## src/rtl/hs_unit_skid_buffer.sv

```systemverilog
// Two-entry valid/ready register slice (skid buffer).
// Every output (s_ready, m_valid, m_data) comes from a flop, which breaks
// all combinational paths between source and sink at full throughput.
// The skid register catches the beat in flight when the sink stalls.
// Optional feature macro: HS_SKID_BUFFER_FLUSH_EN adds a synchronous
// active-high 'flush' input that empties the buffer.
module hs_unit_skid_buffer #(
    parameter type DATA_TYPE = logic
) (
`ifdef HS_SKID_BUFFER_FLUSH_EN
    input  logic     flush,
`endif
    input  logic     clk,
    input  logic     rst_n,
    input  logic     s_valid,
    output logic     s_ready,
    input  DATA_TYPE s_data,
    output logic     m_valid,
    input  logic     m_ready,
    output DATA_TYPE m_data
);

    typedef enum logic [1:0] {
        EMPTY = 2'd0,
        BUSY  = 2'd1,
        FULL  = 2'd2
    } state_e;

    state_e   state_q, state_d;
    DATA_TYPE main_q, main_d;
    DATA_TYPE skid_q;

    logic main_load;
    logic main_from_skid;
    logic skid_load;
    logic in_xfer;
    logic out_xfer;
    logic flush_req;

`ifdef HS_SKID_BUFFER_FLUSH_EN
    assign flush_req = flush;
`else
    assign flush_req = 1'b0;
`endif

    // Output decode from registered state only; the unused encoding looks idle.
    always_comb begin
        m_valid = 1'b0;
        s_ready = 1'b1;
        case (state_q)
            EMPTY: begin
                m_valid = 1'b0;
                s_ready = 1'b1;
            end
            BUSY: begin
                m_valid = 1'b1;
                s_ready = 1'b1;
            end
            FULL: begin
                m_valid = 1'b1;
                s_ready = 1'b0;
            end
            default: begin
                m_valid = 1'b0;
                s_ready = 1'b1;
            end
        endcase
    end

    assign in_xfer  = s_valid && s_ready;
    assign out_xfer = m_valid && m_ready;
    assign m_data   = main_q;

    // Next-state and datapath-enable logic; flush overrides any handshake.
    always_comb begin
        state_d        = state_q;
        main_load      = 1'b0;
        main_from_skid = 1'b0;
        skid_load      = 1'b0;
        case (state_q)
            EMPTY: begin
                if (in_xfer) begin
                    main_load = 1'b1;
                    state_d   = BUSY;
                end
            end
            BUSY: begin
                if (in_xfer && out_xfer) begin
                    main_load = 1'b1;
                end else if (in_xfer) begin
                    skid_load = 1'b1;
                    state_d   = FULL;
                end else if (out_xfer) begin
                    state_d = EMPTY;
                end
            end
            FULL: begin
                if (out_xfer) begin
                    main_load      = 1'b1;
                    main_from_skid = 1'b1;
                    state_d        = BUSY;
                end
            end
            default: begin
                state_d = EMPTY;
            end
        endcase
        if (flush_req) begin
            state_d        = EMPTY;
            main_load      = 1'b0;
            main_from_skid = 1'b0;
            skid_load      = 1'b0;
        end
    end

    assign main_d = main_from_skid ? skid_q : s_data;

    // Control state register: the only state that is reset.
    always_ff @(posedge clk or negedge rst_n) begin
        if (!rst_n) begin
            state_q <= EMPTY;
        end else begin
            state_q <= state_d;
        end
    end

    // Payload registers carry no reset; validity is tracked by state_q.
    always_ff @(posedge clk) begin
        if (main_load) begin
            main_q <= main_d;
        end
        if (skid_load) begin
            skid_q <= s_data;
        end
    end

endmodule

```

## config.mk

```make
export PLATFORM = sky130hd
export DESIGN_NAME = hs_unit_skid_buffer
export DESIGN_NICKNAME = d
export VERILOG_FILES = /design/src/rtl/hs_unit_skid_buffer.sv
export SDC_FILE = /design/constraint.sdc
export NUM_CORES = 1
export LEC_CHECK = 0
export ABC_CLOCK_PERIOD_IN_PS = 1500
export CORE_AREA = 10 10 47 49
export CTS_BUF_LIST = sky130_fd_sc_hd__clkbuf_16
export DETAILED_ROUTE_END_ITERATION = 8
export DIE_AREA = 0 0 57 59
export GPL_TIMING_DRIVEN = 0
export PLACE_DENSITY = 0.49
export SLEW_MARGIN = 20
export SYNTH_ARGS = -nofsm -noshare
export SYNTH_HDL_FRONTEND = slang
export SYNTH_SLANG_ARGS = --single-unit
```

## constraint.sdc

```tcl
create_clock -name clk -period 1.5 [get_ports clk]
set_input_delay 0.3 -clock clk [delete_from_list [all_inputs] [get_ports clk]]
set_output_delay 0.3 -clock clk [all_outputs]
set_load 0.01 [all_outputs]
```

; After elaboration in Yosys (flattened, before gate mapping)
; Index checks and enable logic that the tools add are counted.
[word_totals]
ff_bits = 4
output_inout_bits = 3
[classes]
eq_ne = 6
mux = 16
n_reduce_logical = 6
[op_table]
columns = operator, count
row1 = $mux 2, 5
row2 = $mux 1, 9
row3 = $ne 2x2->1 const B, 3
row4 = $pmux 2 s3, 1
row5 = $reduce_and 4->1, 1
row6 = $logic_and 1x1->1, 3
row7 = $ne 3x3->1 const B, 1
row8 = $pmux 1 s3, 1
row9 = $eq 2x1->1 const B, 1
row10 = $eq 2x2->1 const B, 1
row11 = $logic_not 2->1, 1
row12 = $reduce_or 2->1, 1

; Longest topological paths before layout
; Gate-level depths: netlist (run 1).
[logic_depth]
depth_word = 8
ltp_mapped = 6
depth_no_buf = 6

; Least setup slack after synthesis (run 1)
; OpenSTA, ideal clock, no wires.
[synth_path]
path_type = reg-to-reg
from = reg state_q[0]
to = reg main_q (netlist: m_data), enable pin
setup_time_ns = 0.304
arrival_time_ns = 1.152
required_ns = 1.196
setup_slack_ns = 0.045
stages_incl_launch_ff = 6
period_less_slack_ns = 1.455
path_cell_list = dfrtp_1 > inv_1 > ha_1 > and3_1 > o21ai_0 > a21oi_1
[synth_between]
elab_chain_cells = 7
elab_cells_between_ends = 13
[synth_rtl]
columns = item, line
row1 = from (decl), 29  ; state_e state_q, state_d;
row2 = from (signal assigned), 123  ; state_q <= state_d;
row3 = $eq 2x2->1 / $eq 2x1->1 (equally long branches), 50  ; case (state_q)
row4 = $reduce_or 2->1 (no line) (*), n/a
row5 = $mux 1 (*), 50
row6 = named net m_valid, 18  ; output logic m_valid,
row7 = $logic_and 1x1->1 (*), 71  ; assign out_xfer = m_valid && m_ready;
row8 = $logic_and 1x1->1, 88  ; if (in_xfer && out_xfer) begin
row9 = $mux 1, 88
row10 = $pmux 1 s3 (*), 80  ; case (state_q)
row11 = named net main_load, 33  ; logic main_load;
row12 = to (signal assigned), 130  ; main_q <= main_d;
row13 = to (decl), 30  ; DATA_TYPE main_q, main_d;
; Mark *: on every way through the listed nets, which the timed path passes. The rest lies on a longest branch.
; A chain may end at the register's enable or synchronous reset.

; Worst setup path after layout (run 1)
[layout_path]
from = reg state_q[1]
to = reg state_q[0]
[layout_between]
elab_chain_cells = 7
elab_cells_between_ends = 17
[layout_rtl]
columns = item, line
row1 = $eq 2x2->1 / $eq 2x1->1 (equally long branches), "50, 80"
row2 = $reduce_or 2->1 (no line), n/a
row3 = $mux 1, 50
row4 = $logic_and 1x1->1, 71
row5 = $logic_and 1x1->1, 88
row6 = $ne 2x2->1 (no line), n/a
row7 = $reduce_and 4->1 (no line), n/a
; Parallel ways exist; a longest one is shown, timed or not. The select of a mux whose other input is x is not followed.

==> results of run 1 <==
[critical path: cells and delay by family, from the launching register on]
family | cells | cell delay, ns
buf+inv | 1 | 0.15
simple gates | 1 | 0.17
mux | 1 | 0.22
compound gates | 1 | 0.24
flops | 1 | 0.37
fa+ha+maj | 1 | 0.17
[cell type report]
type	count	area, um^2	area share [%]
clock buffers	3	75.1	15.1
clock inverters	1	3.75	0.756
inverters	5	18.8	3.78
multi-input cells	20	186	37.5
flip-flops and latches	4	110	22.2
well taps	16	20.0	4.03
repair buffers	10	82.6	16.6
[stage by stage]
stage / setup WS (ns) / TNS, ns / instance area [um^2]
2_1_floorplan: 0.0445 / 0 / 284
3_3_place_gp: -0.165 / -0.423 / 374
3_5_place_dp: -0.179 / -0.408 / 374
4_1_cts: 0.00231 / 0 / 500
5_1_grt: 0.0102 / 0 / 497
6_report: 0.0914 / 0 / 497
[timing repair]
item / 4_1_cts / 5_1_grt
resized for setup: 9 / 4
buffers inserted: 3 / 0
setup endpoints to repair: 5 / 5
pin swaps: 0 / 1
hold endpoints to repair: 0 / 0
[sequential cells by signal (all words and copies together) (netlist names)]
signal / flops
state_q: 2
m_data: 1
skid_q: 1
[final timing paths]
kind                               to  slack, ns
setup / recovery           state_q[0]       0.09
hold / removal             state_q[1]       0.24
setup reg to reg           state_q[0]       0.09
hold reg to reg                m_data       0.52
max in group asynchronous  state_q[0]       1.14
min in group clk               m_data       0.52
[cells in the final DEF, fill, tap and decap left out, drive strengths merged]
cell type | synthesis | routed
a21oi | 4 | 4
mux2i | 1 | 1
nand4 | 1 | 1
mux2 | 1 | 1
o21bai | 2 | 2
nor2b | 1 | 1
nand2 | 3 | 3
and3 | 1 | 1
buf | 0 | 3
edfxtp | 2 | 2
clkbuf | 0 | 5
clkdlybuf4s50 | 0 | 5
inv | 5 | 6
ha | 4 | 4
dfrtp | 2 | 2
o21ai | 1 | 1
o221a | 1 | 1
[logic make-up (layout without fill, tap and decap cells)]
kind of cell	count (synthesis)	after routing	share of synthesized area, %
compound gates	8	8	18.1
simple gates	6	6	11.5
buf+inv	5	19	6.61
fa+ha+maj	4	4	17.6
flops	4	4	38.8
mux	2	2	7.49
[power groups by stage]
stage,sequential [W],clock [W],combinational [W]
floorplan,0.000184,0,0.000267
global placement,0.000182,0,0.000415
detailed placement,0.000184,0,0.000414
CTS,0.000178,0.000430,0.000524
global route,0.000184,0.000436,0.000575
finish,0.000177,0.000422,0.000526
[routing by layer]
metal,track usage (%),vias to the layer above
li1,-,127
met4,1.01,0
met5,0,-
met3,4.29,0
met2,5.58,7
met1,4.65,118
==> reports/results.ini, run 1 <==
[global_routing]
grt_first_pass_wirelength_um=1080
grt_pass1_vias=249
grt_use_total_pct=4.24
grt_max_degree=7
number_of_antenna_violations_at_the_first_check_in_global_routing=0
globalRoute.totalOverflow=0

[cts]
hold_buffers=0
cts_htree_levels=1
worst_setup_hold_path_clk_slew_ns=0.03
clk-insertion-delay-late_ns=0.23
cts_tree=yes
clk_root_buffer_cell=clkbuf_16
numCtsBuffers=3
cts_max_path_bufs=2
tritoncts_num_sinks=4

[sta]
hold_slack_ns=0.241
final_period_minus_worst_setup_slack_ns=1.41
report.final.hold_viol_count=0
maxSlewViolCount=0
slew_headroom_pct=89.1
fin_crit_sh_pct=93.9
setup_viol=0
timing_worst_slew_pin_value_ns=0.159
max_clock_freq_ghz=0.710
grt_setup_unrepaired=no
clock_skews_ns=0.00453

[placement]
buffer_ports.inserted=7
final_gp_congestion=0.721
dp_hpwl_um=458
post-place-cells=52

[drt]
dr.max_layer_used=met3
final_routed_wirelength_across_all_metal_layers_um=636
met2_length_um=297
first_pass_iters=3
route.met3.wl_um=63
vias_per_cell=4.27
average_routed_wire_per_standard_cell_um=10.8
drc=0
final_antenna_net_count=0
routed_metal_1_wire_length_um=275
vias=252
drt-initial-drc-count=2

[setup_path]
cp-end-kind=flip-flop
critPathArrivalTime_ns=1.54
crit_path_start=state_q[1]
critical_path_class=flip-flop to flip-flop
biggest_fanout_along_the_worst_timing_path=6
reg2regPathDepth=5
crit_path_max_incr_delay_ns=0.37
required_ns=1.63
path_cells=buf_4 > ha_4 > nor2b_2 > o221a_2 > mux2i_1
cp_slowest_cell=dfrtp_1
startpoint_type=flip-flop
worst_r2r_start=state_q[1]

[run_status]
status=finished clean

[die]
core_area_um2=1400
design.die.area_um2=3360
fp.dieH_um=59
row_count=14
die_w_um=57
io_pins=8
initial_core_util_pct=20.3

[power]
power.internal_w=0.000772
leakage_nw=0.215
maximum_vdd_drop_v=0.00136
power.sequential.fraction_pct=15.8
power.share.clock_pct=37.5
p_sw_w=0.000353
p_comb_share_pct=46.7
switching_share_pct=31.3
power.total_w=0.00112
power-per-cell-area_nw_per_um2=2260

[final_layout]
layout.core_utilization_pct=35.4
n_antenna_cell=0
num-nets-final=53
number_of_standard_cells_in_the_layout_taps_in_and_fillers_out=59
drive_gt1_share_pct=37.2
layout_stage_area_growth_over_the_synthesis_result_pct=74.9
fillers=138

[synth]
synth.top_cells.by_area=edfxtp_1, dfrtp_1, ha_1
synth_seq_area_share_pct=38.8
post-synth-top-area-cell=edfxtp_1
yosys.cell_count.top_type=inv_1
synth_nets=38
number_of_synthesized_flops_with_an_enable_pin=2
postSynthAreaPerCell_um2=9.79
cell_area_after_synthesis_um2=284
synth_ff_type=edfxtp_1
synth.distinct_cells=14
async_flop_share_pct=50.0
synth_cells=29
synthTopCellsByCount=inv_1, a21oi_1, ha_1, nand2_1
synth_top_cell_area_share_pct=21.1
synthesis.yosys.warnings=0
synth-seq-cells=4

[worst_hold_path]
hold_path.class=primary input to async pin

[job]
drv_cap=0

(Power assumes the default switching activity.)
==> run 2: changes to the inputs <==
- ABC_AREA: not set -> 1
- PLACE_DENSITY: 0.49 -> 0.5
==> run 2 against run 1 <==
Net effect: critical path type unchanged; sequential power increased by 14%; clock-buffer cell count unchanged; largest power group unchanged; core utilization up 1.9 points; via count rose by 12%; maximum frequency decreased by 3.7%; clock power barely moved; cell area increased by 5.3%.
==> reports/results.ini, run 2 <==
[sta]
final.setup.worst_slack_ns=0.0373
final_period_minus_worst_setup_slack_ns=1.46
clock_skews_ns=0.00499
fin_crit_sh_pct=97.5
grt_setup_unrepaired=yes
fin_tns_setup_ns=0
slew_headroom_pct=84.1
setup_viol=0
max_clock_freq_ghz=0.684
maxSlewViolCount=0
timing_worst_slew_pin_value_ns=0.237
report.final.hold_viol_count=0

[die]
design.die.area_um2=3360
row_count=14
die_w_um=57
fp.dieH_um=59
core_area_um2=1400
initial_core_util_pct=20.8
io_pins=8

[cts]
numCtsBuffers=3
cts_htree_levels=1
clk-insertion-delay-late_ns=0.23
cts_tree=yes
worst_setup_hold_path_clk_slew_ns=0.03
tritoncts_num_sinks=4
cts_max_path_bufs=2
clk_root_buffer_cell=clkbuf_16

[setup_path]
critical_path.most_common_cell=buf_4
crit_family=flip-flops
biggest_fanout_along_the_worst_timing_path=3
worst_r2r_start=state_q[0]
crit_path_max_incr_delay_ns=0.38
path_cells=buf_4 > buf_4 > ha_1 > o31ai_1
startpoint_type=flip-flop
critical_path_buf_inv_count=2
setup.reg_to_reg.worst_slack_ns=0.04
crit_path_start=state_q[0]
cp-end-kind=flip-flop
timing.critical_path.to=m_data
critPathArrivalTime_ns=1.37
cp_slowest_cell=dfrtp_1
required_ns=1.41
timing.rr.end=m_data
critical_path_depth=4
critical_path_class=flip-flop to flip-flop
reg2regPathDepth=4

[synth]
synth-seq-cells=4
synthesis.yosys.warnings=0
synth_top_cell_area_share_pct=20.6
synth_ff_type=edfxtp_1
synth_seq_area_share_pct=37.8
synth_cells=35
post-synth-top-area-cell=edfxtp_1
synthTopCellsByCount=nand2_1, ha_1, inv_1
cell_area_after_synthesis_um2=292
synth.top_cells.by_area=edfxtp_1, dfrtp_1, ha_1
yosys.cell_count.top_type=nand2_1
number_of_synthesized_flops_with_an_enable_pin=2
synth_nets=44
postSynthAreaPerCell_um2=8.33
synth.distinct_cells=14
async_flop_share_pct=50.0

[placement]
post_dp_cell_area_um2=382
final_gp_congestion=0.702
buffer_ports.inserted=7
pre_cts_ws_ns=-0.130
dp_hpwl_um=458
post-place-cells=58

[final_layout]
number_of_standard_cells_in_the_layout_taps_in_and_fillers_out=66
n_antenna_cell=0
highest_count_cells_in_the_layout_ignoring_fill_and_taps=nand2_1, clkdlybuf4s50_1, buf_4
num-nets-final=60
fillers=161
final_common_cell=nand2_1
drive_gt1_share_pct=44.0
largest_register_ffs=2
finalInstanceArea_um2=523
layout_stage_area_growth_over_the_synthesis_result_pct=79.4
registers.top_by_ff_count=state_q

[drt]
final_antenna_net_count=0
average_routed_wire_per_standard_cell_um=10.6
vias=283
drt-initial-drc-count=4
drc=0
vias_per_cell=4.29
first_pass_iters=4
final_routed_wirelength_across_all_metal_layers_um=698

[power]
maximum_vdd_drop_v=0.00118
power-per-cell-area_nw_per_um2=2370
leakage_nw=0.240

[run_status]
status=finished clean

[global_routing]
number_of_antenna_violations_at_the_first_check_in_global_routing=0
grt_max_degree=6
grt_first_pass_wirelength_um=1200
gr-usage-met1_pct=4.52
grt_pass1_vias=286
global_route.peak_usage_layer=met2
globalRoute.totalOverflow=0
grt.met3_usage_pct=4.08
grtUsageMet2_pct=7.44
grt_use_total_pct=4.80

[worst_hold_path]
hold_path.class=primary input to async pin

[job]
drv_cap=0

run 2: changes by cell type in the layout (fill, tap and decap cells not counted), moves of 2 or more:
cell / previous run / this run
a21oi_1: 3 / 0
clkbuf_2: 2 / 0
nand2_1: 3 / 10
nand2_2: 0 / 2
nor2_1: 0 / 2
nor2_2: 0 / 2
o21bai_1: 2 / 0
run 2: logic make-up after synthesis:
| group | share of synthesized area, % |
|---|---|
| flip-flops | 37.8 |
| buffers and inverters | 6.44 |
| AND/OR/NAND/NOR | 30.5 |
| adder cells (fa/ha/maj) | 17.2 |
| AO/OA/AOI/OAI | 4.29 |
| multiplexers | 3.86 |
run 2: worst register-to-register path, delay by kind of cell, from the launching register on:
family,cells,cell delay (ns)
AO/OA/AOI/OAI,1,0.28
adder cells (fa/ha/maj),1,0.22
buffers and inverters,2,0.27
flip-flops,1,0.38
run 2: timing repair:
action	4_1_cts	5_1_grt
resized for setup	7	8
endpoints found under the hold margin	0	0
pin swaps	0	0
setup buffers	2	2
hold buffers	0	0
setup endpoints to repair	2	2
run 2: power by group:
group	internal, W	leakage [nW]	switching (W)
sequential	0.000166	0.0439	0.0000349
clock	0.000344	0.0423	0.0000768
combinational	0.000289	0.154	0.000326
run 2: how the worst min path moves through the flow:
stage	from	to	slack, ns	cells after the start
CTS	rst_n	state_q[1]	0.24	1
global placement	rst_n	state_q[1]	0.47	1
global route	rst_n	state_q[1]	0.24	1
floorplan	rst_n	state_q[0]	0.004	0
detailed placement	rst_n	state_q[1]	0.47	1
finish	rst_n	state_q[1]	0.24	1
run 2: final cells by class:
cell class	count	area (um^2)	area share, %
tap	16	20.0	3.83
inverter	5	18.8	3.59
clock inverter	1	3.75	0.718
timing repair buffer	11	96.3	18.4
sequential	4	110	21.1
clock buffer	3	75.1	14.4
multi-input combinational	26	199	38.0
run 2: per-stage QoR:
stage          utilization [%]  total power (W)  hold slack [ns]
6_report                  37.3          0.00124            0.241
5_1_grt                   37.3          0.00135            0.240
4_1_cts                   35.0          0.00117            0.241
3_5_place_dp              27.2         0.000665            0.472
3_3_place_gp              27.2         0.000665            0.471
2_1_floorplan                -         0.000506          0.00441
run 2: metal layers:
metal / up-vias / share of wire [%]
met5: - / 0
met4: 0 / 0
met3: 0 / 7.7
met2: 10 / 51
met1: 132 / 41
li1: 141 / -
